===== src/rtl/kws_weights_pkg.sv =====
// Shared constants, FSM state encoding and beat record for the weight fetch path.
// Beats carry the weight word plus its coordinates and an end-of-matrix tag.
package kws_weights_pkg;

   localparam int ROWS   = 20;
   localparam int COLS   = 20;
   localparam int DATA_W = 32;
   localparam int ADDR_W = 5;

   typedef enum logic [1:0] {
      IDLE  = 2'd0,
      FETCH = 2'd1,
      DRAIN = 2'd2
   } state_t;

   typedef struct packed {
      logic [DATA_W-1:0] data;
      logic [ADDR_W-1:0] row;
      logic [ADDR_W-1:0] col;
      logic              last;
   } beat_t;

   function automatic logic is_last_elem(input logic [ADDR_W-1:0] row,
                                         input logic [ADDR_W-1:0] col);
      return (row == ADDR_W'(ROWS - 1)) && (col == ADDR_W'(COLS - 1));
   endfunction

endpackage


===== src/rtl/weights_fetch_sequencer_if.sv =====
// Weight beat stream toward the MAC array: valid/ready with data and coordinates.
// Source holds all payload fields stable while valid is high and ready is low.
interface weights_fetch_sequencer_if;
   import kws_weights_pkg::*;

   logic              w_valid;
   logic              w_ready;
   logic [DATA_W-1:0] w_data;
   logic [ADDR_W-1:0] w_row;
   logic [ADDR_W-1:0] w_col;
   logic              w_last;

   modport master (
      output w_valid,
      output w_data,
      output w_row,
      output w_col,
      output w_last,
      input  w_ready
   );

   modport slave (
      input  w_valid,
      input  w_data,
      input  w_row,
      input  w_col,
      input  w_last,
      output w_ready
   );

endinterface


===== src/rtl/weights_beat_fifo.sv =====
// Two-entry beat FIFO with a registered head slot; push/pop are visible next cycle.
// No internal backpressure: the producer must hold a credit before pushing.
module weights_beat_fifo
   import kws_weights_pkg::*;
(
   input  logic       clk,
   input  logic       rst_n,
   input  logic       push,
   input  logic       pop,
   input  logic       flush,
   input  beat_t      din,
   output beat_t      head,
   output logic [1:0] count
);

   beat_t slot1;

   // Head is always slot 0, so the output fields come straight from flops.
   always_ff @(posedge clk or negedge rst_n) begin
      if (!rst_n) begin
         head  <= '0;
         slot1 <= '0;
         count <= 2'd0;
      end else if (flush) begin
         count <= 2'd0;
      end else begin
         case ({push, pop})
            2'b10: begin
               if (count == 2'd0) begin
                  head <= din;
               end else begin
                  slot1 <= din;
               end
               count <= count + 2'd1;
            end
            2'b01: begin
               head  <= slot1;
               count <= count - 2'd1;
            end
            2'b11: begin
               if (count == 2'd2) begin
                  head  <= slot1;
                  slot1 <= din;
               end else begin
                  head <= din;
               end
            end
            default: begin
            end
         endcase
      end
   end

   overflow_chk: assert property (@(posedge clk) disable iff (!rst_n)
      !(push && !pop && !flush && (count == 2'd2)));

   underflow_chk: assert property (@(posedge clk) disable iff (!rst_n)
      !(pop && !flush && (count == 2'd0)));

endmodule


===== src/rtl/weights_fetch_sequencer.sv =====
// Raster-order reader of the weight file; first beat 3 cycles after start, then 1/cycle.
// Reads issue only while FIFO occupancy plus the in-flight read leaves a free slot.
module weights_fetch_sequencer
   import kws_weights_pkg::*;
(
   input  logic              clk,
   input  logic              rst_n,
   input  logic              start,
   input  logic              abort,
   output logic              busy,
   output logic              done,
   output logic [ADDR_W-1:0] rf_row_addr,
   output logic [ADDR_W-1:0] rf_col_addr,
   input  logic [DATA_W-1:0] rf_data,
   weights_fetch_sequencer_if.master w
);

   state_t            state;
   state_t            state_nxt;
   logic              done_nxt;

   logic [ADDR_W-1:0] row_cnt;
   logic [ADDR_W-1:0] col_cnt;
   logic [ADDR_W-1:0] row_q;
   logic [ADDR_W-1:0] col_q;
   logic [ADDR_W-1:0] tag_row;
   logic [ADDR_W-1:0] tag_col;
   logic              tag_last;
   logic              inflight;

   logic              issue;
   logic              issue_last;
   logic              pop;
   logic              push;
   logic [1:0]        count;
   beat_t             head;
   beat_t             din;

   assign pop        = w.w_valid & w.w_ready;
   assign push       = inflight & ~abort;
   assign issue_last = is_last_elem(row_cnt, col_cnt);

   // count + inflight - pop < 2, rearranged to avoid unsigned underflow.
   assign issue = (state == FETCH) && !abort &&
                  (({1'b0, count} + {2'b00, inflight}) < (3'd2 + {2'b00, pop}));

   // The file keeps seeing the last issued address while reads are paused.
   assign rf_row_addr = issue ? row_cnt : row_q;
   assign rf_col_addr = issue ? col_cnt : col_q;

   assign din.data = rf_data;
   assign din.row  = tag_row;
   assign din.col  = tag_col;
   assign din.last = tag_last;

   weights_beat_fifo u_fifo (
      .clk   (clk),
      .rst_n (rst_n),
      .push  (push),
      .pop   (pop),
      .flush (abort),
      .din   (din),
      .head  (head),
      .count (count)
   );

   assign w.w_valid = (count != 2'd0);
   assign w.w_data  = head.data;
   assign w.w_row   = head.row;
   assign w.w_col   = head.col;
   assign w.w_last  = head.last;

   assign busy = (state != IDLE);

   always_ff @(posedge clk or negedge rst_n) begin
      if (!rst_n) begin
         state <= IDLE;
         done  <= 1'b0;
      end else begin
         state <= state_nxt;
         done  <= done_nxt;
      end
   end

   always_comb begin
      state_nxt = state;
      done_nxt  = 1'b0;
      case (state)
         IDLE: begin
            if (start) begin
               state_nxt = FETCH;
            end
         end
         FETCH: begin
            if (issue && issue_last) begin
               state_nxt = DRAIN;
            end
         end
         DRAIN: begin
            if (pop && head.last) begin
               state_nxt = IDLE;
               done_nxt  = 1'b1;
            end
         end
         default: begin
            state_nxt = IDLE;
         end
      endcase
      if (abort) begin
         state_nxt = IDLE;
         done_nxt  = 1'b0;
      end
   end

   // Address counters plus the tag pipeline that rides alongside the 1-cycle read.
   always_ff @(posedge clk or negedge rst_n) begin
      if (!rst_n) begin
         row_cnt  <= '0;
         col_cnt  <= '0;
         row_q    <= '0;
         col_q    <= '0;
         tag_row  <= '0;
         tag_col  <= '0;
         tag_last <= 1'b0;
         inflight <= 1'b0;
      end else begin
         inflight <= issue;
         if (state == IDLE) begin
            row_cnt <= '0;
            col_cnt <= '0;
         end else if (issue) begin
            row_q    <= row_cnt;
            col_q    <= col_cnt;
            tag_row  <= row_cnt;
            tag_col  <= col_cnt;
            tag_last <= issue_last;
            if (col_cnt == ADDR_W'(COLS - 1)) begin
               col_cnt <= '0;
               row_cnt <= issue_last ? '0 : row_cnt + ADDR_W'(1);
            end else begin
               col_cnt <= col_cnt + ADDR_W'(1);
            end
         end
      end
   end

endmodule

===== src/flat_wrapper.sv =====
// flat-port wrapper written by rule: the top's interface ports become plain ports
module weights_fetch_sequencer_flat import kws_weights_pkg::*;
  (clk, rst_n, start, abort, busy, done, rf_row_addr, rf_col_addr, rf_data, w_w_valid, w_w_data, w_w_row, w_w_col, w_w_last, w_w_ready);
  weights_fetch_sequencer_if w_i ();
  input  logic clk;
  input  logic rst_n;
  input  logic start;
  input  logic abort;
  output logic busy;
  output logic done;
  output logic [ADDR_W-1:0] rf_row_addr;
  output logic [ADDR_W-1:0] rf_col_addr;
  input  logic [DATA_W-1:0] rf_data;
  output wire logic [$bits(w_i.w_valid)-1:0] w_w_valid;
  output wire logic [$bits(w_i.w_data)-1:0] w_w_data;
  output wire logic [$bits(w_i.w_row)-1:0] w_w_row;
  output wire logic [$bits(w_i.w_col)-1:0] w_w_col;
  output wire logic [$bits(w_i.w_last)-1:0] w_w_last;
  input wire logic [$bits(w_i.w_ready)-1:0] w_w_ready;
  assign w_w_valid = w_i.w_valid;
  assign w_w_data = w_i.w_data;
  assign w_w_row = w_i.w_row;
  assign w_w_col = w_i.w_col;
  assign w_w_last = w_i.w_last;
  assign w_i.w_ready = w_w_ready;
  weights_fetch_sequencer u_core (.clk(clk), .rst_n(rst_n), .start(start), .abort(abort), .busy(busy), .done(done), .rf_row_addr(rf_row_addr), .rf_col_addr(rf_col_addr), .rf_data(rf_data), .w(w_i));
endmodule

===== config.mk =====
export PLATFORM = sky130hd
export DESIGN_NAME = weights_fetch_sequencer_flat
export DESIGN_NICKNAME = d
export VERILOG_FILES = /design/src/rtl/kws_weights_pkg.sv /design/src/rtl/weights_fetch_sequencer_if.sv /design/src/rtl/weights_beat_fifo.sv /design/src/rtl/weights_fetch_sequencer.sv /design/src/flat_wrapper.sv
export SDC_FILE = /design/constraint.sdc
export NUM_CORES = 1
export LEC_CHECK = 0
export BUFFER_PORTS_ARGS = -buffer_cell sky130_fd_sc_hd__buf_2
export CAP_MARGIN = 20
export CORE_MARGIN = 1.5
export CORE_UTILIZATION = 30
export CTS_CLUSTER_DIAMETER = 100
export CTS_CLUSTER_SIZE = 28
export DETAILED_ROUTE_END_ITERATION = 7
export HOLD_SLACK_MARGIN = 0.12
export PLACE_DENSITY = 0.5
export SKIP_CTS_REPAIR_TIMING = 1
export SYNTH_ARGS = -nofsm -noshare
export SYNTH_HDL_FRONTEND = slang
export SYNTH_SLANG_ARGS = --single-unit

===== constraint.sdc =====
create_clock -name clk -period 5.5 [get_ports clk]
set_clock_uncertainty 0.1 [all_clocks]
set_input_delay 0.55 -clock clk [delete_from_list [all_inputs] [get_ports clk]]
set_output_delay 0.55 -clock clk [all_outputs]
set_load 0.05 [all_outputs]

Word level (Yosys, flattened, before mapping)
Index checks and enable logic that the tools add are counted.

cells by class
  add/subtract/negate cells = 6
  $mul = 0
  divide/modulo/power cells = 0
  $lt $le $gt $ge = 1
  equality and inequality tests = 14
  shift operators = 0
  mux-type cells = 25
  bitwise gates (word level) = 4
  reduce and logical (&&, ||, !) cells = 20

operators by type and width
  kind                                                                    number
  43-bit two-way mux                                                      4
  43-bit one-hot mux with 3 select lines                                  1
  43-bit one-hot mux with 2 select lines                                  1
  5-bit two-way mux                                                       9
  5-bit by 1-bit adder with 5-bit output (second input constant)          2
  5-bit equality test (second input constant)                             2
  2-bit two-way mux                                                       5
  2-bit nonzero test                                                      5
  2-bit equality test (second input constant)                             4
  2-bit != test (second input constant)                                   3
  3-bit != test (second input constant)                                   2
  2-bit one-hot mux with 3 select lines                                   1
  3-bit AND reduction                                                     2
  3-bit nonzero test                                                      2
  1-bit logical AND                                                       5
  2-bit by 1-bit equality test with 1-bit output (second input constant)  2
  2-bit zero test                                                         2
  2-bit one-hot mux with 2 select lines                                   1
  2-bit AND reduction                                                     2
  4-bit AND reduction                                                     1
  2-bit by 1-bit adder with 3-bit output                                  1
  2-bit by 1-bit adder with 3-bit output (first input constant)           1
  3-bit < comparator                                                      1
  1-bit two-way mux                                                       3
  other kinds (6)                                                         8

storage, ports and cells
  bits in registers = 123
  latch bits = 0
  memory bits (writable) = 0
  ROM bits = 0
  bits of input ports = 37
  output and inout port bits = 56
  memories = 0

Longest topological paths before layout
Gate-level depths: netlist (run 1).

  depth in word-level cells = 9
  gate-level depth with buffers = 7
  mapped depth without buffers = 6

Hierarchy
From an unflattened synthesis (run 1), not the netlist that was laid out.

unflattened totals
  cell total of the unflattened synthesis = 437
  area, all modules = 5,501.5 um^2

modules (own cells, without submodules)
  module                   times used  cells an instance  area an instance (um^2)
  weights_beat_fifo        1           293                3,788.6
  weights_fetch_sequencer  1           144                1,712.9

Worst setup path after synthesis (run 1)
OpenSTA, ideal clock, no wires.

  path kind = flip-flop to output port
  start = reg u_core.inflight
  end = out rf_row_addr[4]
  arrival time = 1,965 ps
  data required time = 4,850 ps
  setup slack = 2,885 ps
  cell stages (with the launch flop) = 7
  path buffers = 1
  cells stage by stage = dfrtp_1 -> ha_1 -> ha_1 -> o21a_1 -> nor3_2 -> buf_4 -> mux2_2

on the way
  word-level cells in the longest chain between the ends = 4

ends and longest elaborated chain
  item                                    RTL line                        source
  start: declaration                      weights_fetch_sequencer.sv:29   logic inflight;
  start signal: assignment                weights_fetch_sequencer.sv:127  inflight <= issue;
  2-bit by 1-bit adder with 3-bit output  weights_fetch_sequencer.sv:45   (({1'b0, count} + {2'b00, inflight}) < (3'd2 + {2'b00, pop}));
  3-bit < comparator                      weights_fetch_sequencer.sv:45
  1-bit logical AND                       weights_fetch_sequencer.sv:44   assign issue = (state == FETCH) && !abort &&
  5-bit two-way mux                       -
  end: declaration                        flat_wrapper.sv:11              output logic [ADDR_W-1:0] rf_row_addr;

Every way passes these cells.

Worst setup path after layout (run 1)
  start = reg u_core.u_fifo.count[0]
  end = out rf_row_addr[3]

on the way
  word-level cells in the longest chain between the ends = 6

ends and longest elaborated chain
  item                                    RTL line                       source
  start: declaration                      weights_beat_fifo.sv:13        output logic [1:0] count
  start signal: assignment                weights_beat_fifo.sv:34        count <= count + 2'd1;
  start signal: assignment                weights_beat_fifo.sv:38        count <= count - 2'd1;
  2-bit nonzero test                      weights_fetch_sequencer.sv:67  assign w.w_valid = (count != 2'd0);
  1-bit AND                               weights_fetch_sequencer.sv:39  assign pop = w.w_valid & w.w_ready;
  2-bit by 1-bit adder with 3-bit output  weights_fetch_sequencer.sv:45
  3-bit < comparator *                    weights_fetch_sequencer.sv:45
  1-bit logical AND *                     weights_fetch_sequencer.sv:44
  5-bit two-way mux *                     -

Every way passes the cells marked *; elsewhere a longest branch is shown, timed or not.

==> results of run 1 <==
## cells in the final DEF, fill, tap and decap left out, types with 2 or more instances in the layout
cell       netlist  final
a21oi_1         48     48
and4b_1          2      2
inv_1            2      2
clkinv_2         0      7
clkbuf_1         5      4
clkbuf_8         0      2
nand3_1          3      2
o21ai_0          5      5
nand4b_1         3      3
dfrtp_1        123    123
ha_1             4      4
o211ai_1         4      4
buf_2           20     91
nor2b_1          3      3
nor2_1          50     50
o31ai_1          2      2
bufinv_16        0      2
clkbuf_16        0     17
nand3b_1         3      3
buf_4            5      6
and3_1           2      2
nor3b_1          2      2
mux2_2          74     74
nand2_1         12     12
nand2b_1         2      2
mux2i_1         43     43
## stage by stage
step | instances | utilization | setup WS, ns
global route | 778 | 0.3761 | 1.419
floorplan | 448 | - | 2.885
global placement | 744 | 0.3426 | 2.138
finish | 778 | 0.3761 | 1.602
detailed placement | 744 | 0.3426 | 2.044
CTS | 776 | 0.3740 | 1.595
## metal layers
metal | GRT usage | vias to the layer above | part of all wire
li1 | - | 1780 | -
met1 | 0.1756 | 1868 | 0.48
met2 | 0.2131 | 102 | 0.46
met3 | 0.03741 | 21 | 0.047
met4 | 0.05706 | 0 | 0.018
met5 | 0 | - | 0
## final timing paths
path / end / cells after the start
max: rf_row_addr[3] / 7
min: u_core.state[0]$_DFFE_PN0P_ / 2
max reg2reg: u_core.row_q[1]$_DFFE_PN0N_ / 6
min reg2reg: u_core.u_fifo.slot1[38]$_DFFE_PN0P_ / 1
max in group asynchronous: u_core.u_fifo.head[9]$_DFFE_PN0P_ / 4
min in group asynchronous: u_core.u_fifo.head[39]$_DFFE_PN0P_ / 2
## sequential cells by signal (all words and copies together) (netlist names)
name	cells
u_core.u_fifo.head	43
u_core.tag_row	5
u_core.tag_last	1
u_core.col_q	5
u_core.row_cnt	5
u_core.tag_col	5
u_core.inflight	1
u_core.row_q	5
u_core.col_cnt	5
u_core.u_fifo.slot1	43
u_core.state	2
u_core.done	1
u_core.u_fifo.count	2
## cells in the mapped netlist, types with 3 or more instances
cell      instances
dfrtp_1         123
nor2_1           50
nand3_1           3
nand3b_1          3
nor2b_1           3
a21oi_1          48
o211ai_1          4
buf_2            20
mux2_2           74
ha_1              4
nand4b_1          3
buf_4             5
clkbuf_1          5
o21ai_0           5
nand2_1          12
mux2i_1          43
## area by class of cell
| cell class | instances | area, µm² | area share |
|---|---|---|---|
| clock buffer | 23 | 467.9 | 0.06927 |
| clock inverter | 9 | 95.09 | 0.01408 |
| tap | 229 | 286.5 | 0.04242 |
| sequential | 123 | 3078 | 0.4556 |
| inverter | 2 | 7.507 | 0.001111 |
| timing repair buffer | 99 | 538.0 | 0.07964 |
| multi-input combinational | 293 | 2282 | 0.3378 |
## cells by family (layout without fill, tap and decap cells)
kind of cell | count (synthesis) | after routing | share of synthesized area
flip-flops | 123 | 123 | 0.5592
multiplexers | 117 | 117 | 0.2296
AND/OR/NAND/NOR | 95 | 95 | 0.08843
AO/OA/AOI/OAI | 76 | 76 | 0.08229
buffers and inverters | 32 | 133 | 0.02978
adder cells (fa/ha/maj) | 4 | 4 | 0.009093
XOR/XNOR | 1 | 1 | 0.001592
## where the power goes
| group | internal (W) | total (W) | switching [W] |
|---|---|---|---|
| clock | 0.000684 | 0.00107 | 0.000384 |
| combinational | 0.000180 | 0.000679 | 0.000499 |
| sequential | 0.00105 | 0.00112 | 0.0000733 |
| total | 0.00191 | 0.00287 | 0.000957 |
==> flow_metrics.env, run 1 <==
export IMPL_dp_hpwl_mm=7.635
export IMPL_cts_buffers=17
export IMPL_synth_area_leader_cell="dfrtp_1"
export IMPL_vias=3771
export IMPL_design_area_um2=6755
export IMPL_synth_seq_cells=123
export IMPL_syn2layout_area_growth_pct=22.73
export IMPL_slew_headroom=0.4478
export IMPL_arrival_ns=3.25
export IMPL_power_leakage_nw=3.456
export IMPL_tightest_slew_ns=0.8283
export IMPL_die_x_um=138.5
export IMPL_synth_seq_area_share=0.5592
export IMPL_die_area_um2=19170
export IMPL_synth_nets=489
export IMPL_startpoint_type="flip-flop"
export IMPL_end_kind="output port"
export IMPL_nNetsFinal=577
export IMPL_crit_top_cell="ha_1"
export IMPL_drv_cap=0
export IMPL_hold_start="start"
export IMPL_synthCells=448
export IMPL_first_pass_iters=6
export IMPL_regToRegSetupSlack_ns=2.66
export IMPL_cp_max_fo=21
export IMPL_routed_wl_mm=12.05
export IMPL_p_total_w=0.002869
export IMPL_antenna_found_initial=0
export IMPL_wl_per_cell_um=15.49
export IMPL_syn_avg_cell_area_um2=12.29
export IMPL_pwr_density_cell_nw_per_um2=424.7
export IMPL_tns_ns=0
export IMPL_crit_path_start="u_core.u_fifo.count[0]$_DFFE_PN0P_"
export IMPL_ys_types=52
export IMPL_hold_viol_final=0
export IMPL_ys_flop_type="dfrtp_1"
export IMPL_drive_above_1_share=0.3807
export IMPL_cp_top_family="buffers and inverters"
export IMPL_synth_area_leaders="dfrtp_1 (56%), mux2_2 (15%), mux2i_1 (7.8%)"
export IMPL_core_area_um2=17960
export IMPL_drt_drc_violations_left=0
export IMPL_antenna_cells=0
export IMPL_synth_edf_count=0
export IMPL_grt_max_degree=77
export IMPL_rows=49
export IMPL_crit_buf_inv=2
export IMPL_grt_pass1_vias=3883
export IMPL_syn_area_um2=5504
export IMPL_clk_latency_ns=0.41
export IMPL_r2r_start="u_core.u_fifo.count[0]$_DFFE_PN0P_"
export IMPL_synth_top_area_frac=0.5592
export IMPL_fmax_ghz=0.2565
export IMPL_cts_max_level=4
export IMPL_hp_class="input port to flip-flop"
export IMPL_cts_path_max_buffers=2
export IMPL_grt_util_all_layers=0.1354
export IMPL_crit_chain="ha_1 -> ha_1 -> o21a_1 -> nor3_4 -> buf_4 -> mux2_2 -> buf_2"
export IMPL_start_util=0.3064
export IMPL_ir_drop_v=0.0002219
export IMPL_cts_reportedPaths_clkPinSlew_ns=0.05
export IMPL_setup_viol=0
export IMPL_period_share=0.7088
export IMPL_dpl_instance_area_um2=6155
export IMPL_max_stage_delay_ns=0.58
export IMPL_io_pins=93
export IMPL_cts_tree="yes"
export IMPL_gr_total_overflow=0
export IMPL_fin_hold_ws_ns=0.2826
export IMPL_slew_viol_final=0
export IMPL_fill_cells=1780
export IMPL_rsz0062_at_grt="no"
export IMPL_place_gp_congestion=0.8442
export IMPL_crit_slowest_cell="nor3_4"
export IMPL_run_status="completed"
export IMPL_port_buffer_count=92
export IMPL_drtIter0Drc=187
export IMPL_via_per_inst=4.847
export IMPL_cts_root_buf="clkbuf_16"
export IMPL_period_needed_ns=3.898
export IMPL_yosys_warnings=0
export IMPL_postRouteAntennaNets=0
export IMPL_grt_pass1_wl_mm=20.49
export IMPL_die_h_um=138.5
export IMPL_crit_required_ns=4.85
export IMPL_cts_sinks=123
export IMPL_path_class="flip-flop to output port"
export IMPL_ys_async_sr_fraction=1.000
(Power assumes the default switching activity.)
==> inputs of run 2 (changes only) <==
PLACE_DENSITY = 0.52   (was 0.5)
clock period = 3.21 ns   (was 5.5 ns; I/O delays follow)
==> flow_metrics.env, run 2 (synthesized netlist as in run 1, its figures left out) <==
export IMPL_crit_required_ns=2.79
export IMPL_cts_root_buf="clkbuf_16"
export IMPL_die_h_um=138.5
export IMPL_port_buffer_count=92
export IMPL_cts_buffers=17
export IMPL_power_leakage_nw=3.631
export IMPL_die_area_um2=19170
export IMPL_end_kind="output port"
export IMPL_cts_max_level=4
export IMPL_arrival_ns=2.65
export IMPL_cts_tree="yes"
export IMPL_vias=3843
export IMPL_grt_max_degree=63
export IMPL_nNetsFinal=611
export IMPL_cts_path_max_buffers=2
export IMPL_wl_per_cell_um=14.90
export IMPL_rsz0062_at_grt="no"
export IMPL_pwr_density_cell_nw_per_um2=717.2
export IMPL_grt_pass1_vias=3939
export IMPL_fmax_ghz=0.3258
export IMPL_tightest_slew_ns=0.8089
export IMPL_tns_ns=0
export IMPL_top_regs="u_core.u_fifo.head x43, u_core.u_fifo.slot1 x43"
export IMPL_period_share=0.9562
export IMPL_rows=49
export IMPL_die_x_um=138.5
export IMPL_crit_buf_inv=2
export IMPL_startpoint_type="flip-flop"
export IMPL_cts_sinks=123
export IMPL_final_common_cell="dfrtp_1"
export IMPL_run_status="completed"
export IMPL_multi_input_area_um2=2283
export IMPL_design_area_um2=7164
export IMPL_final_util=0.3988
export IMPL_ir_drop_v=0.0004269
export IMPL_path_class="flip-flop to output port"
export IMPL_grt_util_all_layers=0.1311
export IMPL_hold_viol_final=0
export IMPL_cts_reportedPaths_clkPinSlew_ns=0.05
export IMPL_antenna_cells=0
export IMPL_grt_pass1_wl_mm=20.15
export IMPL_period_needed_ns=3.069
export IMPL_fin_hold_ws_ns=0.1113
export IMPL_crit_top_cell="ha_1"
export IMPL_via_per_inst=4.744
export IMPL_cp_max_fo=21
export IMPL_setup_viol=0
export IMPL_layout_common_cells="dfrtp_1 (123), buf_2 (91), mux2_2 (74), nor2_1 (50), a21oi_1 (48)"
export IMPL_regArea_um2=3078
export IMPL_slew_headroom=0.4607
export IMPL_dp_hpwl_mm=7.736
export IMPL_cp_top_family="adder cells"
export IMPL_drv_cap=0
export IMPL_start_util=0.3064
export IMPL_antenna_found_initial=0
export IMPL_routed_wl_mm=12.07
export IMPL_place_gp_congestion=0.8289
export IMPL_slew_viol_final=0
export IMPL_core_area_um2=17960
export IMPL_max_stage_delay_ns=0.47
export IMPL_drive_above_1_share=0.3649
export IMPL_crit_slowest_cell="dfrtp_1"
export IMPL_dpl_instance_area_um2=6195
export IMPL_clk_latency_ns=0.41
export IMPL_hp_class="input port to flip-flop"
export IMPL_postRouteAntennaNets=0
export IMPL_first_pass_iters=4
export IMPL_gr_total_overflow=0
export IMPL_drt_drc_violations_left=0
export IMPL_drtIter0Drc=166
export IMPL_io_pins=93
export IMPL_crit_chain="ha_1 -> ha_1 -> o21a_2 -> nor3_4 -> buf_6 -> mux2_2 -> buf_2"
export IMPL_fill_cells=1723
export IMPL_syn2layout_area_growth_pct=30.17
## run 2: cell count changes in the layout (fill, tap and decap cells not counted), sizes merged
cell | before | now
buf | 98 | 99
dlygate4sd3 | 1 | 34
clkinv | 7 | 4
bufinv | 2 | 4
clkbuf | 23 | 22
## run 2: area by class of cell
type                    count  share of cell area
multi-input cells         293              0.3187
clock buffers              22             0.06759
repair buffers            133              0.1235
flip-flops and latches    123              0.4296
inverters                   2            0.001048
clock inverters             8             0.01956
well taps                 229             0.03999
## run 2: final timing paths
| kind | from | to | slack (ns) | cells after the start |
|---|---|---|---|---|
| max | u_core.u_fifo.count[0]$_DFFE_PN0P_ | rf_row_addr[2] | 0.14 | 7 |
| min in group asynchronous | rst_n | u_core.u_fifo.head[38]$_DFFE_PN0P_ | 0.44 | 2 |
| min | w_w_ready | u_core.u_fifo.count[1]$_DFFE_PN0P_ | 0.11 | 2 |
| max in group asynchronous | rst_n | u_core.tag_row[0]$_DFFE_PN0P_ | 1.76 | 3 |
| min reg2reg | u_core.row_q[1]$_DFFE_PN0N_ | u_core.row_q[1]$_DFFE_PN0N_ | 0.40 | 1 |
| max reg2reg | u_core.u_fifo.count[0]$_DFFE_PN0P_ | u_core.row_cnt[2]$_DFFE_PN0P_ | 0.91 | 5 |
## run 2: per-layer routing
metal / share of wire / track usage / vias up
li1: - / - / 1849
met5: 0 / 0 / -
met2: 0.47 / 0.2069 / 99
met3: 0.049 / 0.03949 / 12
met4: 0.014 / 0.05208 / 0
met1: 0.47 / 0.1690 / 1883
## run 2: per-stage QoR
stage,instances,setup WS (ns),power (W)
after detailed placement,746,0.4354,0.003124
after floorplan,448,0.8238,0.002804
after CTS,776,-0.01181,0.005194
after global routing,810,0.001717,0.005392
final,810,0.1407,0.005138
after global placement,746,0.5168,0.003101
## run 2: power by group
| group | switching [W] | total, W | leakage, nW | internal, W |
|---|---|---|---|---|
| Combinational | 0.000857 | 0.00119 | 1.75 | 0.000336 |
| Sequential | 0.000129 | 0.00192 | 1.57 | 0.00180 |
| Clock | 0.000654 | 0.00202 | 0.312 | 0.00137 |
## run 2: worst register-to-register path, cell delays in order (launching register included)
cell	delay, ns
dfrtp_1	0.47
ha_1	0.25
ha_1	0.26
or3_1	0.46
o311a_1	0.37
a221o_1	0.26
